File: config.mk
export PLATFORM = sky130hd
export DESIGN_NAME = stopwatch_ctrl
export DESIGN_NICKNAME = d
export VERILOG_FILES = /design/src/rtl/stopwatch_ctrl.sv
export SDC_FILE = /design/constraint.sdc
export NUM_CORES = 1
export LEC_CHECK = 0
export BUFFER_PORTS_ARGS = -buffer_cell sky130_fd_sc_hd__buf_2
export CAP_MARGIN = 5
export CORE_MARGIN = 8
export CORE_UTILIZATION = 45
export CTS_CLUSTER_DIAMETER = 30
export DETAILED_ROUTE_END_ITERATION = 10
export HOLD_SLACK_MARGIN = 0.03
export PLACE_DENSITY = 0.66
export RECOVER_POWER = 50
export SLEW_MARGIN = 5
export SYNTH_ARGS = -nofsm -noshare
export SYNTH_HDL_FRONTEND = slang
export SYNTH_SLANG_ARGS = --single-unit
File: constraint.sdc
create_clock -name clk -period 6.3 [get_ports clk]
set_clock_uncertainty 0.2 [all_clocks]
set_input_delay 1.26 -clock clk [delete_from_list [all_inputs] [get_ports clk]]
set_output_delay 1.26 -clock clk [all_outputs]
set_load 0.005 [all_outputs]
File: src/rtl/stopwatch_ctrl.sv
// rtl/stopwatch_ctrl.sv - stopwatch control: button sync, run/pause/lap/alarm FSM, 1 Hz tick and display hold
module stopwatch_ctrl #(
  parameter int TICK_DIV = 100000000
) (
  input  logic       clk,
  input  logic       reset,
  input  logic       btn_start,
  input  logic       btn_lap,
  input  logic       btn_clear,
  input  logic [5:0] sec_in,
  input  logic [5:0] min_in,
  input  logic       alarm_en,
  input  logic [5:0] alarm_sec,
  input  logic [5:0] alarm_min,
  output logic       sec_en,
  output logic       min_en,
  output logic       cnt_clr,
  output logic [5:0] disp_sec,
  output logic [5:0] disp_min,
  output logic [2:0] state,
  output logic       alarm,
  output logic       ovf
);

  localparam int PW = $clog2(TICK_DIV);
  localparam logic [PW-1:0] PRESC_LAST = PW'(TICK_DIV - 1);

  typedef enum logic [2:0] {
    IDLE  = 3'd0,
    RUN   = 3'd1,
    PAUSE = 3'd2,
    LAP   = 3'd3,
    ALARM = 3'd4
  } state_t;

  state_t        state_q, state_d;
  logic [2:0]    btn_s1, btn_s2, btn_d;
  logic [2:0]    press;
  logic          clr_p, start_p, lap_p, any_p;
  logic [PW-1:0] presc;
  logic          running, tick, match, do_clr, lap_cap;
  logic [5:0]    lap_sec, lap_min;

  // Button vector order is {clear, start, lap}
  always_ff @(posedge clk or posedge reset) begin
    if (reset) begin
      btn_s1 <= '0;
      btn_s2 <= '0;
      btn_d  <= '0;
    end else begin
      btn_s1 <= {btn_clear, btn_start, btn_lap};
      btn_s2 <= btn_s1;
      btn_d  <= btn_s2;
    end
  end

  assign press   = btn_s2 & ~btn_d;
  assign clr_p   = press[2];
  assign start_p = press[1] & ~press[2];
  assign lap_p   = press[0] & ~press[1] & ~press[2];
  assign any_p   = |press;

  assign running = (state_q == RUN) || (state_q == LAP);
  assign tick    = running && (presc == PRESC_LAST);
  assign match   = alarm_en && running && (sec_in == alarm_sec) && (min_in == alarm_min)
                   && !((alarm_sec == 6'd0) && (alarm_min == 6'd0));
  // A match suppresses the tick so the chain stops exactly on the target
  assign sec_en  = tick && !match;
  assign min_en  = sec_en && (sec_in == 6'd59);

  always_comb begin
    state_d = state_q;
    do_clr  = 1'b0;
    lap_cap = 1'b0;
    case (state_q)
      IDLE: begin
        if (clr_p)        do_clr  = 1'b1;
        else if (start_p) state_d = RUN;
      end
      RUN: begin
        if (start_p)      state_d = PAUSE;
        else if (lap_p) begin
          state_d = LAP;
          lap_cap = 1'b1;
        end
        else if (match)   state_d = ALARM;
      end
      LAP: begin
        if (start_p)      state_d = PAUSE;
        else if (lap_p)   state_d = RUN;
        else if (match)   state_d = ALARM;
      end
      PAUSE: begin
        if (clr_p) begin
          state_d = IDLE;
          do_clr  = 1'b1;
        end
        else if (start_p) state_d = RUN;
      end
      ALARM: begin
        if (any_p) begin
          state_d = IDLE;
          do_clr  = 1'b1;
        end
      end
      default: state_d = IDLE;
    endcase
  end

  always_ff @(posedge clk or posedge reset) begin
    if (reset) begin
      state_q  <= IDLE;
      cnt_clr  <= 1'b0;
      presc    <= '0;
      ovf      <= 1'b0;
      lap_sec  <= '0;
      lap_min  <= '0;
      disp_sec <= '0;
      disp_min <= '0;
    end else begin
      state_q <= state_d;
      cnt_clr <= do_clr;
      if (do_clr)
        presc <= '0;
      else if (running)
        presc <= tick ? '0 : presc + PW'(1);
      if (do_clr)
        ovf <= 1'b0;
      else if (sec_en && (sec_in == 6'd59) && (min_in == 6'd59))
        ovf <= 1'b1;
      if (lap_cap) begin
        lap_sec <= sec_in;
        lap_min <= min_in;
      end
      // Frozen lap value shows while in LAP; live counts otherwise
      if (state_q == LAP) begin
        disp_sec <= lap_sec;
        disp_min <= lap_min;
      end else begin
        disp_sec <= sec_in;
        disp_min <= min_in;
      end
    end
  end

  assign state = state_q;
  assign alarm = (state_q == ALARM);

endmodule

==> summary.txt, run 1 <==
Outcome
  – Status: finished with violations
  – Failing checks: capacitance limit, slew limit

CTS
  – CTS tree: done
  – Clock Sinks: 65
  – Clock buffer depth: 2
  – Worst-path clk slew: 90 ps
  – Clk_lat worst skew: 350 ps
  – CTS resizes: 0
  – Num CTS Buffers: 9
  – CTS H-tree lvls: 3
  – Root Driver: clkbuf_8
  – Post-CTS setup buffer count: 0
  – Cts hold-fix bufs: 0

Synthesis
  – Syn nets: 329
  – Synthesized cell area: 3200 sq um
  – Largest area contributor in the netlist: dfrtp_1
  – Mean area per synthesized cell: 10.7 sq um
  – Flops & latches, synth: 65
  – Mapped Cells: 298
  – Top_reg_cell synth: dfrtp_1
  – EDFF count, synth: 0
  – Top-area cell type share of the netlist area: 50.8%
  – Async S/R FF share, synth: 100%
  – Largest cells by area after synthesis: dfrtp_1, mux2_2, xor2_1, nor2_1, o2111ai_1
  – Distinct cells, synth: 43
  – YS warnings: 0
  – Share of the yosys chip area belonging to registers: 50.8%

Timing
  – Final setup fails: 0
  – Slew Limit Fails: 66
  – Rel. slew slack: -129%
  – RSZ-0062 raised after global routing: false
  – Max Fclk: 229 MHz
  – Final TNS setup: 0 ps
  – Final period utilization: 69.4%
  – Final hold vios: 0
  – Worst slew pin tran: 3430 ps
  – Period minus WS final: 4370 ps

Setup path
  – WP buf/inv: 3
  – Worst Setup Start Kind: primary input
  – Max stage delay on crit path: 2390 ps
  – Slowest CP cell: clkbuf_1
  – Worst Path Max Fanout: 65
  – Critical Path, Cell by Cell: buf_2, inv_1, clkbuf_1
  – Kind of critical path: primary input to asynchronous set/reset pin
  – Worst EP arrival: 3850 ps
  – WP data required: 5780 ps
  – Largest delay share family, worst path: buffers and inverters
  – Crit. End Element: asynchronous set/reset pin

Global route
  – Total track usage: 15.3%
  – Largest net degree at the start of global routing: 66
  – Vias in the first global route: 2,502
  – Initial antenna violation count: 0
  – First-pass GRT wire length: 12,200 microns
  – Grt total ovfl: 0

Layout
  – Layout cell share with drive strength beyond 1: 26.8%
  – Commonest non-fill, non-tap cells in the layout: dfrtp_1, buf_2, nor2_1, xor2_1, mux2_2
  – ANT cells: 0
  – Area delta synth->final: 16.1%
  – Layout Utilization: 54.4%
  – Final nets: 381
  – Most common library cell in the layout ignoring fill and taps: dfrtp_1

Placed design
  – Buffers on Ports: 49
  – Post-DP HPWL: 5240 microns
  – RePlAce Congestion: 0.833

Power
  – Lkg Pwr: 1.63 nW
  – Maximum vdd ir drop: 163 uV
  – Pwr Total: 1.21 mW
  – Pwr dens: 324 nW/um^2

Detailed routing
  – Routed Antenna Nets: 0
  – Routed wire length: 7360 microns
  – Wirelength per Cell: 16.3 microns
  – Via count: 2,519
  – DRT iter0 DRCs: 155
  – Drt pass-1 iters: 6
  – DRC Markers: 0
  – Via-per-instance ratio: 5.59

Die
  – Total I/O pin count: 50
  – Die Span Y: 100 microns
  – Std cell rows: 30
  – Die Width: 100 microns
  – Die Area: 10,100 sq um
  – Starting Density: 46.8%
  – Core Footprint: 6830 sq um

Hold path
  – Min-Delay Path Class: register to register

Flow run
  – Max cap viols: 1
-- synthesized netlist by cell type, types with 2 or more instances --
master / instances
dfrtp_1: 65
nor2_1: 26
xor2_1: 26
mux2_2: 24
nand2_1: 16
o21ai_0: 13
nor4_1: 11
nand3_1: 10
nand4_1: 10
clkbuf_1: 9
o2111ai_1: 9
nor3_1: 7
or3_1: 7
a21oi_1: 6
inv_1: 6
o211ai_1: 6
and3_1: 5
xnor2_1: 5
and4_1: 4
a22oi_1: 3
and2_1: 3
nor2b_1: 3
or4_1: 3
and4b_1: 2
-- path summary, 6_finish.rpt --
path	from	end	slack, ps	depth (start not counted)
max	reset	presc[14]$_DFFE_PP0P_	1930	3
max in group clk	sec_in[5]	min_en	2180	7
max reg2reg	state[0]$_DFFE_PP0P_	presc[14]$_DFFE_PP0P_	3510	5
min reg2reg	btn_s1[0]$_DFF_PP0_	btn_s2[0]$_DFF_PP0_	160	0
min	btn_s1[0]$_DFF_PP0_	btn_s2[0]$_DFF_PP0_	160	0
min in group asynchronous	reset	lap_min[4]$_DFFE_PP0P_	2020	3
-- worst register-to-register path, stage by stage (launching register included) --
cell     delay (ps)
dfrtp_1         470
nor3b_1         410
o31a_1          680
a21oi_1         170
nand2_1         590
nor2_1          130
-- sequential cells by signal, indices dropped and copies added (netlist names) --
register  flops
btn_s2        3
btn_s1        3
cnt_clr       1
lap_sec       6
presc        27
state         3
disp_sec      6
disp_min      6
lap_min       6
btn_d         3
ovf           1
-- cell families after synthesis --
family | synth area share (%)
AND/OR/NAND/NOR | 20.1
flip-flops | 50.8
AO/OA/AOI/OAI | 9.50
XOR/XNOR | 8.48
multiplexers | 8.44
buffers and inverters | 2.27
adder cells (fa/ha/maj) | 0.391
-- routing by layer --
| layer | vias up | GRT usage [%] | share of wire [%] |
|---|---|---|---|
| met3 | 12 | 4.01 | 5.9 |
| met1 | 1221 | 19.1 | 45 |
| met4 | 0 | 6.86 | 1.6 |
| li1 | 1201 | - | - |
| met5 | - | 0 | 0 |
| met2 | 85 | 24.2 | 48 |
-- per-stage QoR --
stage | worst slack, ps | hold WS, ps | instances | cell area, sq um
floorplan | 2540 | 131 | 298 | 3200
global placement | 2240 | 134 | 435 | 3540
detailed placement | 2200 | 140 | 435 | 3540
CTS | 2180 | 160 | 451 | 3720
global route | 1100 | 168 | 451 | 3720
finish | 1930 | 158 | 451 | 3720
-- power breakdown --
part | total (mW) | internal (mW) | leakage [nW] | switching, mW
Clock | 0.333 | 0.150 | 0.0888 | 0.183
Combinational | 0.305 | 0.147 | 0.722 | 0.158
Sequential | 0.567 | 0.512 | 0.822 | 0.0549
-- final cells by class --
class | instances | area [sq um]
fillers | 631 | 3120
inverters | 6 | 22.5
multi-input cells | 216 | 1500
well taps | 96 | 120
flip-flops and latches | 65 | 1630
clock buffers | 9 | 124
clock inverters | 7 | 61.3
repair buffers | 52 | 260
No activity file was read; power rests on OpenSTA's default activity.
==> run 2: changes to the inputs <==
--- a/config.mk
+++ b/config.mk
@@ -12,7 +12,7 @@
 export CTS_CLUSTER_DIAMETER = 30
 export DETAILED_ROUTE_END_ITERATION = 10
 export HOLD_SLACK_MARGIN = 0.03
-export PLACE_DENSITY = 0.66
+export PLACE_DENSITY = 0.68
 export RECOVER_POWER = 50
 export SLEW_MARGIN = 5
 export SYNTH_ARGS = -nofsm -noshare
==> constraint.sdc (replaced) <==
create_clock -name clk -period 3.7 [get_ports clk]
set_clock_uncertainty 0.2 [all_clocks]
set_input_delay 0.74 -clock clk [delete_from_list [all_inputs] [get_ports clk]]
set_output_delay 0.74 -clock clk [all_outputs]
set_load 0.005 [all_outputs]
==> run 2 against run 1 <==
  * The flow now finishes without violations
  * Highest routed layer unchanged
  * Total power up 67%
  * Register-to-register slack worse by 2300 ps
  * Die area unchanged
  * Sequential power up 71%
==> summary.txt, run 2 (synthesis gave the netlist of run 1 again) <==
Outcome
  – Status: completed

Detailed routing
  – DRT iter0 DRCs: 213
  – DRC Markers: 0
  – Wirelength per Cell: 16.3 microns
  – Routed Antenna Nets: 0
  – Via count: 2,450
  – Drt pass-1 iters: 4
  – Via-per-instance ratio: 5.44
  – Routed wire length: 7340 microns

CTS
  – Post-CTS setup buffer count: 0
  – Worst-path clk slew: 70 ps
  – Clock Sinks: 65
  – CTS tree: done
  – Cts hold-fix bufs: 0
  – Clock buffer depth: 2
  – Root Driver: clkbuf_8
  – Clk_lat worst skew: 330 ps
  – Num CTS Buffers: 9
  – CTS resizes: 0
  – CTS H-tree lvls: 3

Power
  – Maximum vdd ir drop: 333 uV
  – Power Internal: 1.40 mW
  – Power share of the clock group: 26.0%
  – Flop pwr share: 48.1%
  – Combinational share of power: 26.0%
  – NetSw: 0.619 mW
  – Sw Ratio: 30.7%
  – Lkg Pwr: 1.64 nW
  – Pwr dens: 543 nW/um^2

Die
  – Die Width: 100 microns
  – Die Span Y: 100 microns
  – Total I/O pin count: 50
  – Starting Density: 46.8%
  – Std cell rows: 30
  – Die Area: 10,100 sq um
  – Core Footprint: 6830 sq um

Setup path
  – Kind of critical path: register to output port
  – WP buf/inv: 1
  – Crit. End Element: output port
  – WP data required: 2760 ps
  – Slowest CP cell: or3_1
  – Worst Path Max Fanout: 9
  – Worst EP arrival: 2210 ps
  – Worst Setup Start Kind: register
  – Max stage delay on crit path: 420 ps
  – Largest delay share family, worst path: simple AND/OR/NAND/NOR gates
  – Critical Path, Cell by Cell: ha_1, and2_1, nand4_1, or3_1, nor3_1, buf_2

Timing
  – Final setup fails: 0
  – Period minus WS final: 3150 ps
  – Final hold vios: 0
  – Final period utilization: 85.1%
  – RSZ-0062 raised after global routing: false
  – Slew Limit Fails: 0
  – Worst slew pin tran: 1330 ps
  – Setup ws final: 551 ps
  – Rel. slew slack: 11.2%
  – Final TNS setup: 0 ps
  – Hold Slack: 151 ps
  – Max Fclk: 318 MHz

Layout
  – ANT cells: 0
  – Commonest non-fill, non-tap cells in the layout: dfrtp_1, buf_2, nor2_1, xor2_1, mux2_2
  – Layout cell share with drive strength beyond 1: 27.1%
  – Final non-filler cell total: 450
  – Area delta synth->final: 16.0%
  – Most common library cell in the layout ignoring fill and taps: dfrtp_1
  – Design Area, Final: 3710 sq um
  – Final nets: 382
  – Most flop-heavy register: presc
  – Max reg flops: 27

Global route
  – Grt total ovfl: 0
  – Largest net degree at the start of global routing: 55
  – Vias in the first global route: 2,449
  – First-pass GRT wire length: 12,200 microns
  – Total track usage: 15.2%
  – Initial antenna violation count: 0

Placed design
  – Buffers on Ports: 49
  – Placed cells: 436
  – DP Worst Slack: 662 ps
  – Post-DP HPWL: 5290 microns
  – Placed Area: 3550 sq um
  – RePlAce Congestion: 0.786

Flow run
  – Max cap viols: 0

Hold path
  – Min-Delay Path Class: register to register
==> run 2: area by class of cell <==
cell class | instances | area, sq um
well taps | 96 | 120
repair buffers | 53 | 273
clock buffers | 11 | 151
inverters | 6 | 22.5
clock inverters | 3 | 17.5
flip-flops and latches | 65 | 1630
fillers | 631 | 3120
multi-input cells | 216 | 1500
==> run 2: power by group through the flow <==
stage	clock (mW)	combinational (mW)	sequential, mW
floorplan	0	0.346	0.967
global placement	0	0.520	0.972
detailed placement	0	0.532	0.979
CTS	0.540	0.535	0.968
global route	0.566	0.577	0.991
finish	0.524	0.524	0.970
==> run 2: final timing paths <==
check	start	end	slack, ps	cells after the start
setup / recovery	presc[0]$_DFFE_PP0P_	min_en	550	6
hold / removal	btn_s1[0]$_DFF_PP0_	btn_s2[0]$_DFF_PP0_	150	0
setup reg to reg	presc[3]$_DFFE_PP0P_	presc[24]$_DFFE_PP0P_	1160	5
hold reg to reg	btn_s1[0]$_DFF_PP0_	btn_s2[0]$_DFF_PP0_	150	0
max in group asynchronous	reset	disp_sec[5]$_DFF_PP0_	1450	3
min in group asynchronous	reset	disp_min[1]$_DFF_PP0_	200	2
==> run 2: routing by layer <==
metal	share of wire [%]	GRT usage [%]	vias to the layer above
li1	-	-	1200
met1	47	19.5	1184
met2	47	23.5	60
met3	4.9	5.47	6
met4	0.95	3.84	0
met5	0	0	-
==> run 2: metrics by stage <==
stage          power [mW]  utilization, %
6_report             2.02            54.3
5_1_grt              2.13            54.3
4_1_cts              2.04            54.4
3_5_place_dp         1.51            51.9
3_3_place_gp         1.49            51.9
2_1_floorplan        1.31               -
==> run 3: changes to the inputs <==
--- a/config.mk
+++ b/config.mk
@@ -8,11 +8,10 @@
 export BUFFER_PORTS_ARGS = -buffer_cell sky130_fd_sc_hd__buf_2
 export CAP_MARGIN = 5
 export CORE_MARGIN = 8
-export CORE_UTILIZATION = 45
+export CORE_UTILIZATION = 30
 export CTS_CLUSTER_DIAMETER = 30
 export DETAILED_ROUTE_END_ITERATION = 10
 export HOLD_SLACK_MARGIN = 0.03
-export PLACE_DENSITY = 0.68
 export RECOVER_POWER = 50
 export SLEW_MARGIN = 5
 export SYNTH_ARGS = -nofsm -noshare
==> run 3 against run 2 <==
  * Non-clock buffer count rose by 1
  * Core utilization shrank 18 points
  * Global-route usage is 4.3 points lower
  * Sequential share of layout area shrank 0.83 points
  * First-iteration DRC count fell by 41%
  * Critical path type unchanged
  * Largest power group unchanged
==> summary.txt, run 3 (synthesis gave the netlist of run 1 again) <==
Outcome
  – Status: completed

Detailed routing
  – Routed Antenna Nets: 0
  – DRC Markers: 0
  – Via count: 2,554
  – Routed wire length: 7420 microns
  – Via-per-instance ratio: 5.18
  – Wirelength per Cell: 15.0 microns
  – DRT iter0 DRCs: 125
  – Drt pass-1 iters: 4

CTS
  – CTS tree: done
  – Num CTS Buffers: 9
  – Cts hold-fix bufs: 0
  – Root Driver: clkbuf_8
  – CTS H-tree lvls: 3
  – Clk_lat worst skew: 340 ps
  – Clock Sinks: 65
  – CTS resizes: 0
  – Worst-path clk slew: 70 ps
  – Clock buffer depth: 2
  – Post-CTS setup buffer count: 0

Layout
  – Max reg flops: 27
  – Commonest non-fill, non-tap cells in the layout: dfrtp_1, buf_2, nor2_1, xor2_1, mux2_2
  – Final nets: 383
  – Layout cell share with drive strength beyond 1: 26.6%
  – Most common library cell in the layout ignoring fill and taps: dfrtp_1
  – ANT cells: 0
  – Design Area, Final: 3780 sq um
  – Final non-filler cell total: 493
  – Area delta synth->final: 18.2%
  – Most flop-heavy register: presc

Placed design
  – Placed cells: 477
  – Buffers on Ports: 49
  – Post-DP HPWL: 5380 microns
  – Placed Area: 3600 sq um
  – RePlAce Congestion: 0.850

Setup path
  – Worst Path Max Fanout: 9
  – Worst Setup Start Kind: register
  – Worst setup path start: presc[0]$_DFFE_PP0P_
  – Worst EP arrival: 2190 ps
  – Kind of critical path: register to output port
  – Slowest CP cell: or3_1
  – WP data required: 2760 ps
  – Largest delay share family, worst path: simple AND/OR/NAND/NOR gates
  – Crit. End Element: output port
  – Setup slack, reg-to-reg: 1220 ps
  – RR Startpoint: presc[3]$_DFFE_PP0P_
  – Max stage delay on crit path: 420 ps
  – Critical Path, Cell by Cell: ha_1, and2_1, nand4_1, or3_1, nor3_1, buf_2
  – WP buf/inv: 1

Timing
  – Period minus WS final: 3130 ps
  – Final TNS setup: 0 ps
  – Slew Limit Fails: 0
  – Final period utilization: 84.6%
  – Final hold vios: 0
  – Max Fclk: 319 MHz
  – RSZ-0062 raised after global routing: false
  – Rel. slew slack: 23.3%
  – Worst slew pin tran: 1150 ps
  – Hold Slack: 151 ps
  – Final setup fails: 0

Global route
  – Met2 usage: 16.8%
  – Initial antenna violation count: 0
  – Met1 Track Usage GR: 13.6%
  – Largest net degree at the start of global routing: 31
  – Total track usage: 10.9%
  – Grt total ovfl: 0
  – Layer with the highest usage: met2
  – Vias in the first global route: 2,629
  – First-pass GRT wire length: 12,700 microns
  – M3 GR Usage: 3.68%

Die
  – Core Footprint: 10,300 sq um
  – Std cell rows: 37
  – Die Area: 14,200 sq um
  – Die Span Y: 119 microns
  – Total I/O pin count: 50
  – Starting Density: 31.0%
  – Die Width: 119 microns

Hold path
  – Hold Startpoint: btn_s1[0]$_DFF_PP0_
  – Min-Delay Path Class: register to register

Flow run
  – Max cap viols: 0

Power
  – Pwr Total: 2.07 mW
  – Maximum vdd ir drop: 322 uV
  – Pwr dens: 547 nW/um^2
  – Lkg Pwr: 1.65 nW
-- run 3: changes by cell type in the layout (fill, tap and decap cells not counted), sizes merged --
cell,change
bufinv,+1
clkinv,+1
clkbuf,+1
-- run 3: cell type report --
type                       count  area, sq um
sequential                    65         1630
multi-input combinational    216         1500
fill                        1012         6540
clock buffer                  11          131
timing repair buffer          54          275
clock inverter                 5         56.3
inverter                       6         22.5
tap                          136          170
-- run 3: worst paths after layout --
check | endpoint | cells after the start
setup / recovery | min_en | 6
hold / removal | btn_s2[0]$_DFF_PP0_ | 0
setup reg to reg | presc[22]$_DFFE_PP0P_ | 5
hold reg to reg | btn_s2[0]$_DFF_PP0_ | 0
max in group asynchronous | state[2]$_DFFE_PP0P_ | 3
min in group asynchronous | presc[12]$_DFFE_PP0P_ | 2
-- run 3: per-stage QoR --
step / setup WS [ps] / util, %
floorplan: 967 / -
detailed placement: 688 / 34.9
global route: 417 / 36.7
global placement: 691 / 34.9
CTS: 525 / 36.7
finish: 569 / 36.7
-- run 3: power by group --
group          switching [mW]  total [mW]  internal [mW]
Combinational           0.269       0.524          0.255
Sequential             0.0904       0.963          0.873
Clock                   0.273       0.583          0.310
Total                   0.632        2.07           1.44
-- run 3: layer usage --
layer,vias to the layer above,part of all wire [%],wire length (microns)
li1,1209,-,-
met1,1263,47,3460
met2,69,46,3390
met3,13,5.9,441
met4,0,1.8,134
met5,-,0,0
